===== src/rtl/mem8_arbiter_2port_if.sv =====
// Bus bundle between the two requesters, the arbiter and the shared 8-byte memory.
// The slave modport is the arbiter's view. The master modport is the requester and memory side.
interface mem8_arbiter_2port_if #(
    parameter int ADDR_W = 3,
    parameter int DATA_W = 8
);
    logic              a_req;
    logic              a_we;
    logic [ADDR_W-1:0] a_addr;
    logic [DATA_W-1:0] a_wdata;
    logic              a_ack;
    logic [DATA_W-1:0] a_rdata;

    logic              b_req;
    logic              b_we;
    logic [ADDR_W-1:0] b_addr;
    logic [DATA_W-1:0] b_wdata;
    logic              b_ack;
    logic [DATA_W-1:0] b_rdata;

    logic [ADDR_W-1:0] mem_addr;
    logic [DATA_W-1:0] mem_wdata;
    logic              mem_wr;
    logic              mem_rd;
    logic              mem_cs;
    logic [DATA_W-1:0] mem_rdata;

    logic              busy;
    logic              grant_b;

    modport slave (
        input  a_req, a_we, a_addr, a_wdata,
        output a_ack, a_rdata,
        input  b_req, b_we, b_addr, b_wdata,
        output b_ack, b_rdata,
        output mem_addr, mem_wdata, mem_wr, mem_rd, mem_cs,
        input  mem_rdata,
        output busy, grant_b
    );

    modport master (
        output a_req, a_we, a_addr, a_wdata,
        input  a_ack, a_rdata,
        output b_req, b_we, b_addr, b_wdata,
        input  b_ack, b_rdata,
        input  mem_addr, mem_wdata, mem_wr, mem_rd, mem_cs,
        output mem_rdata,
        input  busy, grant_b
    );
endinterface


===== src/rtl/mem8_arbiter_2port.sv =====
// Arbiter and sequencer for two requesters sharing one 8x8 memory.
// Each transaction runs IDLE -> ACCESS -> RESP, with round-robin or A-priority arbitration.
module mem8_arbiter_2port #(
    parameter int ADDR_W = 3,
    parameter int DATA_W = 8,
    parameter int FAIR   = 1
) (
    input logic                    clk,
    input logic                    reset,
    mem8_arbiter_2port_if.slave    bus
);
    typedef enum logic [1:0] {IDLE, ACCESS, RESP} state_t;

    state_t            state_q, state_d;
    logic              we_q, we_d;
    logic [ADDR_W-1:0] addr_q, addr_d;
    logic [DATA_W-1:0] wdata_q, wdata_d;
    logic              grant_b_q, grant_b_d;
    logic              last_b_q, last_b_d;
    logic [DATA_W-1:0] a_rdata_q, a_rdata_d;
    logic [DATA_W-1:0] b_rdata_q, b_rdata_d;
    logic              pick_b;

    always_ff @(posedge clk or negedge reset) begin
        if (!reset) begin
            state_q   <= IDLE;
            we_q      <= 1'b0;
            addr_q    <= '0;
            wdata_q   <= '0;
            grant_b_q <= 1'b0;
            // Last grant resets to B so that A wins the first tie.
            last_b_q  <= 1'b1;
            a_rdata_q <= '0;
            b_rdata_q <= '0;
        end else begin
            state_q   <= state_d;
            we_q      <= we_d;
            addr_q    <= addr_d;
            wdata_q   <= wdata_d;
            grant_b_q <= grant_b_d;
            last_b_q  <= last_b_d;
            a_rdata_q <= a_rdata_d;
            b_rdata_q <= b_rdata_d;
        end
    end

    always_comb begin
        state_d   = state_q;
        we_d      = we_q;
        addr_d    = addr_q;
        wdata_d   = wdata_q;
        grant_b_d = grant_b_q;
        last_b_d  = last_b_q;
        a_rdata_d = a_rdata_q;
        b_rdata_d = b_rdata_q;
        pick_b    = 1'b0;

        unique case (state_q)
            IDLE: begin
                if (bus.a_req || bus.b_req) begin
                    pick_b    = bus.b_req && (!bus.a_req || ((FAIR != 0) && !last_b_q));
                    we_d      = pick_b ? bus.b_we    : bus.a_we;
                    addr_d    = pick_b ? bus.b_addr  : bus.a_addr;
                    wdata_d   = pick_b ? bus.b_wdata : bus.a_wdata;
                    grant_b_d = pick_b;
                    last_b_d  = pick_b;
                    state_d   = ACCESS;
                end
            end
            ACCESS: begin
                if (!we_q) begin
                    if (grant_b_q) b_rdata_d = bus.mem_rdata;
                    else           a_rdata_d = bus.mem_rdata;
                end
                state_d = RESP;
            end
            RESP:    state_d = IDLE;
            default: state_d = IDLE;
        endcase
    end

    assign bus.mem_addr  = addr_q;
    assign bus.mem_wdata = wdata_q;
    assign bus.mem_wr    = (state_q == ACCESS) &&  we_q;
    assign bus.mem_rd    = (state_q == ACCESS) && !we_q;
    assign bus.mem_cs    = (state_q == ACCESS) && !we_q;
    assign bus.a_ack     = (state_q == RESP) && !grant_b_q;
    assign bus.b_ack     = (state_q == RESP) &&  grant_b_q;
    assign bus.a_rdata   = a_rdata_q;
    assign bus.b_rdata   = b_rdata_q;
    assign bus.busy      = (state_q != IDLE);
    assign bus.grant_b   = grant_b_q;
endmodule

===== src/flat_wrapper.sv =====
// flat-port wrapper written by rule: the top's interface ports become plain ports
module mem8_arbiter_2port_flat 
#(
    parameter int ADDR_W = 3,
    parameter int DATA_W = 8,
    parameter int FAIR   = 1
)
  (clk, reset, bus_a_req, bus_a_we, bus_a_addr, bus_a_wdata, bus_a_ack, bus_a_rdata, bus_b_req, bus_b_we, bus_b_addr, bus_b_wdata, bus_b_ack, bus_b_rdata, bus_mem_addr, bus_mem_wdata, bus_mem_wr, bus_mem_rd, bus_mem_cs, bus_mem_rdata, bus_busy, bus_grant_b);
  mem8_arbiter_2port_if #(.ADDR_W(ADDR_W), .DATA_W(DATA_W)) bus_i ();
  input logic clk;
  input logic reset;
  input wire logic [$bits(bus_i.a_req)-1:0] bus_a_req;
  input wire logic [$bits(bus_i.a_we)-1:0] bus_a_we;
  input wire logic [$bits(bus_i.a_addr)-1:0] bus_a_addr;
  input wire logic [$bits(bus_i.a_wdata)-1:0] bus_a_wdata;
  output wire logic [$bits(bus_i.a_ack)-1:0] bus_a_ack;
  output wire logic [$bits(bus_i.a_rdata)-1:0] bus_a_rdata;
  input wire logic [$bits(bus_i.b_req)-1:0] bus_b_req;
  input wire logic [$bits(bus_i.b_we)-1:0] bus_b_we;
  input wire logic [$bits(bus_i.b_addr)-1:0] bus_b_addr;
  input wire logic [$bits(bus_i.b_wdata)-1:0] bus_b_wdata;
  output wire logic [$bits(bus_i.b_ack)-1:0] bus_b_ack;
  output wire logic [$bits(bus_i.b_rdata)-1:0] bus_b_rdata;
  output wire logic [$bits(bus_i.mem_addr)-1:0] bus_mem_addr;
  output wire logic [$bits(bus_i.mem_wdata)-1:0] bus_mem_wdata;
  output wire logic [$bits(bus_i.mem_wr)-1:0] bus_mem_wr;
  output wire logic [$bits(bus_i.mem_rd)-1:0] bus_mem_rd;
  output wire logic [$bits(bus_i.mem_cs)-1:0] bus_mem_cs;
  input wire logic [$bits(bus_i.mem_rdata)-1:0] bus_mem_rdata;
  output wire logic [$bits(bus_i.busy)-1:0] bus_busy;
  output wire logic [$bits(bus_i.grant_b)-1:0] bus_grant_b;
  assign bus_i.a_req = bus_a_req;
  assign bus_i.a_we = bus_a_we;
  assign bus_i.a_addr = bus_a_addr;
  assign bus_i.a_wdata = bus_a_wdata;
  assign bus_a_ack = bus_i.a_ack;
  assign bus_a_rdata = bus_i.a_rdata;
  assign bus_i.b_req = bus_b_req;
  assign bus_i.b_we = bus_b_we;
  assign bus_i.b_addr = bus_b_addr;
  assign bus_i.b_wdata = bus_b_wdata;
  assign bus_b_ack = bus_i.b_ack;
  assign bus_b_rdata = bus_i.b_rdata;
  assign bus_mem_addr = bus_i.mem_addr;
  assign bus_mem_wdata = bus_i.mem_wdata;
  assign bus_mem_wr = bus_i.mem_wr;
  assign bus_mem_rd = bus_i.mem_rd;
  assign bus_mem_cs = bus_i.mem_cs;
  assign bus_i.mem_rdata = bus_mem_rdata;
  assign bus_busy = bus_i.busy;
  assign bus_grant_b = bus_i.grant_b;
  mem8_arbiter_2port #(.ADDR_W(ADDR_W), .DATA_W(DATA_W), .FAIR(FAIR)) u_core (.clk(clk), .reset(reset), .bus(bus_i));
endmodule

===== config.mk =====
export PLATFORM = sky130hd
export DESIGN_NAME = mem8_arbiter_2port_flat
export DESIGN_NICKNAME = d
export VERILOG_FILES = /design/src/rtl/mem8_arbiter_2port_if.sv /design/src/rtl/mem8_arbiter_2port.sv /design/src/flat_wrapper.sv
export SDC_FILE = /design/constraint.sdc
export NUM_CORES = 1
export LEC_CHECK = 0
export ABC_AREA = 1
export CAP_MARGIN = 20
export CORE_AREA = 2 2 65 67
export CTS_CLUSTER_DIAMETER = 200
export DETAILED_ROUTE_END_ITERATION = 16
export DIE_AREA = 0 0 67 69
export MAX_ROUTING_LAYER = met4
export PLACE_DENSITY_LB_ADDON = 0.2
export SLEW_MARGIN = 40
export SYNTH_ARGS = -nofsm -noshare
export SYNTH_HDL_FRONTEND = slang
export SYNTH_SLANG_ARGS = --single-unit

===== constraint.sdc =====
create_clock -name clk -period 1.3 [get_ports clk]
set_input_delay 0.195 -clock clk [delete_from_list [all_inputs] [get_ports clk]]
set_output_delay 0.195 -clock clk [all_outputs]
set_load 0.02 [all_outputs]

* Yosys cells after proc, flatten, opt, wreduce, memory -nomap -nowiden
Index checks and enable logic that the tools add are counted.
Cells by class: reductions and logical operators 16, equal/unequal tests 3, bitwise logic cells 2, muxes and demuxes 5
Operators by type and width (count):
- $mux W8 | 1
- $reduce_and A3 Y1 | 2
- $logic_and A1 B1 Y1 | 5
- $logic_not A1 Y1 | 4
- $pmux W2 S2 | 1
- $mux W3 | 1
- $eq A2 B1 Y1 const B | 1
- $eq A2 B2 Y1 const B | 1
- $logic_not A2 Y1 | 1
- $logic_or A1 B1 Y1 | 2
- $mux W2 | 1
- $ne A2 B1 Y1 const B | 1
- $not A1 Y1 | 2
- $reduce_and A2 Y1 | 1
- $reduce_bool A2 Y1 | 1
- $mux W1 | 1
Word-level totals: output and inout port bits 34, logic and storage cells 34, bits of input ports 36, register bits 32

* Depth between registers and ports, before layout
word-level depth 4, depth in mapped cells 7

* Least setup slack after synthesis
OpenSTA, ideal clock, no wires.
path type reg-to-output, start reg u_core.state_q[1], end out bus_mem_rd, stages on the path, launching flop included 7, setup slack -247 ps, data arrival time 1352 ps, buffers on the path 3, cell sequence dfrtp_1 > nor2_2 > buf_4 > buf_6 > inv_1 > nor2_1 > buf_4
On the way: longest elaborated chain between the ends 2
Ends and longest elaborated chain:
- start, declared | line mem8_arbiter_2port.sv:14 | state_t state_q, state_d;
- start signal, assigned | line mem8_arbiter_2port.sv:36 | state_q <= state_d;
- $eq A2 B1 Y1
- $logic_and A1 B1 Y1
- end, declared | line flat_wrapper.sv:27 | output wire logic [$bits(bus_i.mem_rd)-1:0] bus_mem_rd;
No other way between the ends.

* Worst setup path in the final report
start reg u_core.state_q[0], end out bus_b_ack
On the way: longest elaborated chain between the ends 2
Ends and longest elaborated chain:
- $eq A2 B2 Y1 | line mem8_arbiter_2port.sv:88 | assign bus.b_ack = (state_q == RESP) && grant_b_q;
- $logic_and A1 B1 Y1 | line mem8_arbiter_2port.sv:88
- end, declared | line flat_wrapper.sv:22 | output wire logic [$bits(bus_i.b_ack)-1:0] bus_b_ack;
No other way between the ends.

==> results.cfg <==
[power_and_ir_drop]
leakage_nw = 1.360
max-vdd-ir-drop_uv = 1238
power_density_nw_per_um2 = 2293

[route]
wl_per_cell_um = 11.71
drt-initial-drc-count = 66
vias = 1539
wl_um = 3875
first_pass_iters = 4
viasPerCell = 4.650
drc = 0
ant_nets = 0

[die]
fp.dieW_um = 67
core_um2 = 3914
num_rows = 23
start_util_pct = 39.23
io-pin-count = 70
dieArea_um2 = 4623
die_y_um = 69

[timing]
maxSlewHeadroom_pct = 84.68
fin_crit_sh_pct = 105.3
max_freq_mhz = 730.4
setup-violations-final = 10
fin_skew_ns = 0.002620
hold_violations = 0
worstMarginPinSlew_ns = 0.2307
rsz0062_at_grt = yes
slew_viol_final = 0
fin_ws_ns = -0.06904
fin_crit_ns = 1.369

[setup_path]
r2r_setup_slack_ns = -0.02
r2r_end = u_core.we_q
critPathKind = reg -> out
critPathLaunchType = flop
arrival_ns = 1.17
worst-path-max-fanout = 2
rr_worst_depth = 8
cp-end-kind = output port
timing.rr.start = u_core.state_q[1]
crit_path_start = u_core.state_q[0]
cp.required_ns = 1.11

[finish]
fin_util_pct = 64.77
drive_gt1_share_pct = 18.51
nFillCells = 360
n_antenna_cell = 0
final_cell_mix = nand2_1, clkdlybuf4s50_1, dfrtp_1, dlygate4sd2_1
final_common_cell = nand2_1
syn_to_final_growth_pct = 65.12
fin_nets = 316

[clock_tree]
cts-htree-levels = 2
cts.clk_slew.worst_paths_ns = 0.06
clkLatencyLatePin_ns = 0.28
numCtsBuffers = 5
clock_path_buffers = 2
cts_hold_buffers = 0
cts_tree = yes
cts.sinks = 32
clockRootBuffer = clkbuf_8

[status]
status = finished, violations left
violations = setup timing

[grt]
grt_overflow = 0
grt_pass1_wl_um = 6341
grt_usage_pct = 18.61
grt_max_degree = 33
antenna_found_initial = 0
first_global_vias = 1476

[logic_synthesis]
netlist_area_um2 = 1535
yosys.cell_types.count = 16
seq_area_frac_synth_pct = 52.24
syn_nets = 232
synth-seq-cells = 32
syn_inst = 196
synth_area_leader_cell = dfrtp_1
yosys_warnings = 0
postSynthAreaPerCell_um2 = 7.833
synthTopCellsByArea = dfrtp_1, nand2_1, nand3_1
synth_top_area_share_pct = 50.53

[placement]
hpwlAfterDp_um = 2828
pre_cts_slack_ns = -0.2242
gp_congestion = 0.7108
numPortBuffers = 69

[min_path]
hp-class = in -> async

[job]
drv_cap = 0
## state kept, by name, summed over array words and instances, names as in the netlist
register and flops:
u_core.bus.mem_addr 3, u_core.bus.grant_b 1, u_core.bus.a_rdata 8, u_core.we_q 1, u_core.last_b_q 1, u_core.state_q 2
u_core.bus.mem_wdata 8, u_core.bus.b_rdata 8
## cells in the mapped netlist
cell / count
nor2_2: 2
nor2_1: 3
nand2_1: 73
nor3_1: 2
nand2_2: 1
inv_1: 26
dfrtp_1: 31
o21ai_0: 1
inv_2: 4
buf_2: 4
nand4_1: 9
nand3_1: 33
buf_6: 3
buf_4: 2
nor2_4: 1
dfstp_2: 1
## final cells by class
| class | count | area [µm²] | share of cell area [%] |
|---|---|---|---|
| Clock buffer | 8 | 90.09 | 3.554 |
| Inverter | 30 | 125.1 | 4.936 |
| Multi-Input combinational cell | 125 | 623.1 | 24.58 |
| Sequential cell | 32 | 802.0 | 31.64 |
| Tap cell | 50 | 62.56 | 2.468 |
| Timing Repair Buffer | 86 | 832.0 | 32.82 |
## per-stage QoR
step / power [W] / setup TNS, ns / instances / hold WS (ns) / cell area [µm²]
floorplan: 0.003581 / -0.1582 / 196 / -0.1006 / 1548
global placement: 0.005105 / -1.936 / 322 / 0.4531 / 2390
detailed placement: 0.005173 / -2.481 / 322 / 0.4580 / 2390
CTS: 0.005742 / -0.3643 / 330 / 0.2753 / 2474
global route: 0.006239 / -1.650 / 331 / 0.2901 / 2535
finish: 0.005812 / -0.3138 / 331 / 0.2711 / 2535
## power breakdown
group	switching, W	internal, W	total, W
Clock	0.000346	0.000431	0.000777
Combinational	0.00189	0.00136	0.00324
Sequential	0.000284	0.00151	0.00179
## worst max path at each step
| stage | end | slack (ns) | cells after the start |
|---|---|---|---|
| floorplan | bus_mem_rd | -0.06 | 7 |
| global placement | bus_mem_wr | -0.20 | 5 |
| detailed placement | bus_mem_wr | -0.22 | 5 |
| CTS | bus_mem_cs | -0.11 | 5 |
| global route | bus_mem_cs | -0.12 | 5 |
| finish | bus_b_ack | -0.07 | 4 |
## critical path: stages, from the launching register on
cell and delay (ns):
dfrtp_1 0.39, buf_4 0.15, buf_6 0.11, nor3_2 0.09, buf_4 0.16
## layer usage
metal  GRT usage, %  share of wire, %  vias to the layer above  wire [µm]
li1               -                 -                      778          -
met3          5.873               8.8                        6        340
met4          8.163               1.9                        0         73
met5              -                 0                        -          0
met1          21.89                41                      686       1594
met2          28.82                48                       69       1867
## logic make-up after synthesis
kind of cell | Yosys count | share of synthesized area (%)
simple gates | 124 | 35.62
buf+inv | 39 | 11.82
flops | 32 | 52.24
compound gates | 1 | 0.3257
## repair_timing
action / CTS / global route
pin swaps: 1 / 5
cloned: 0 / 0
endpoints found under the setup margin: 56 / 36
resized for setup: 76 / 12
endpoints found under the hold margin: 0 / 0
buffers inserted: 0 / 1
(Power assumes the default switching activity.)
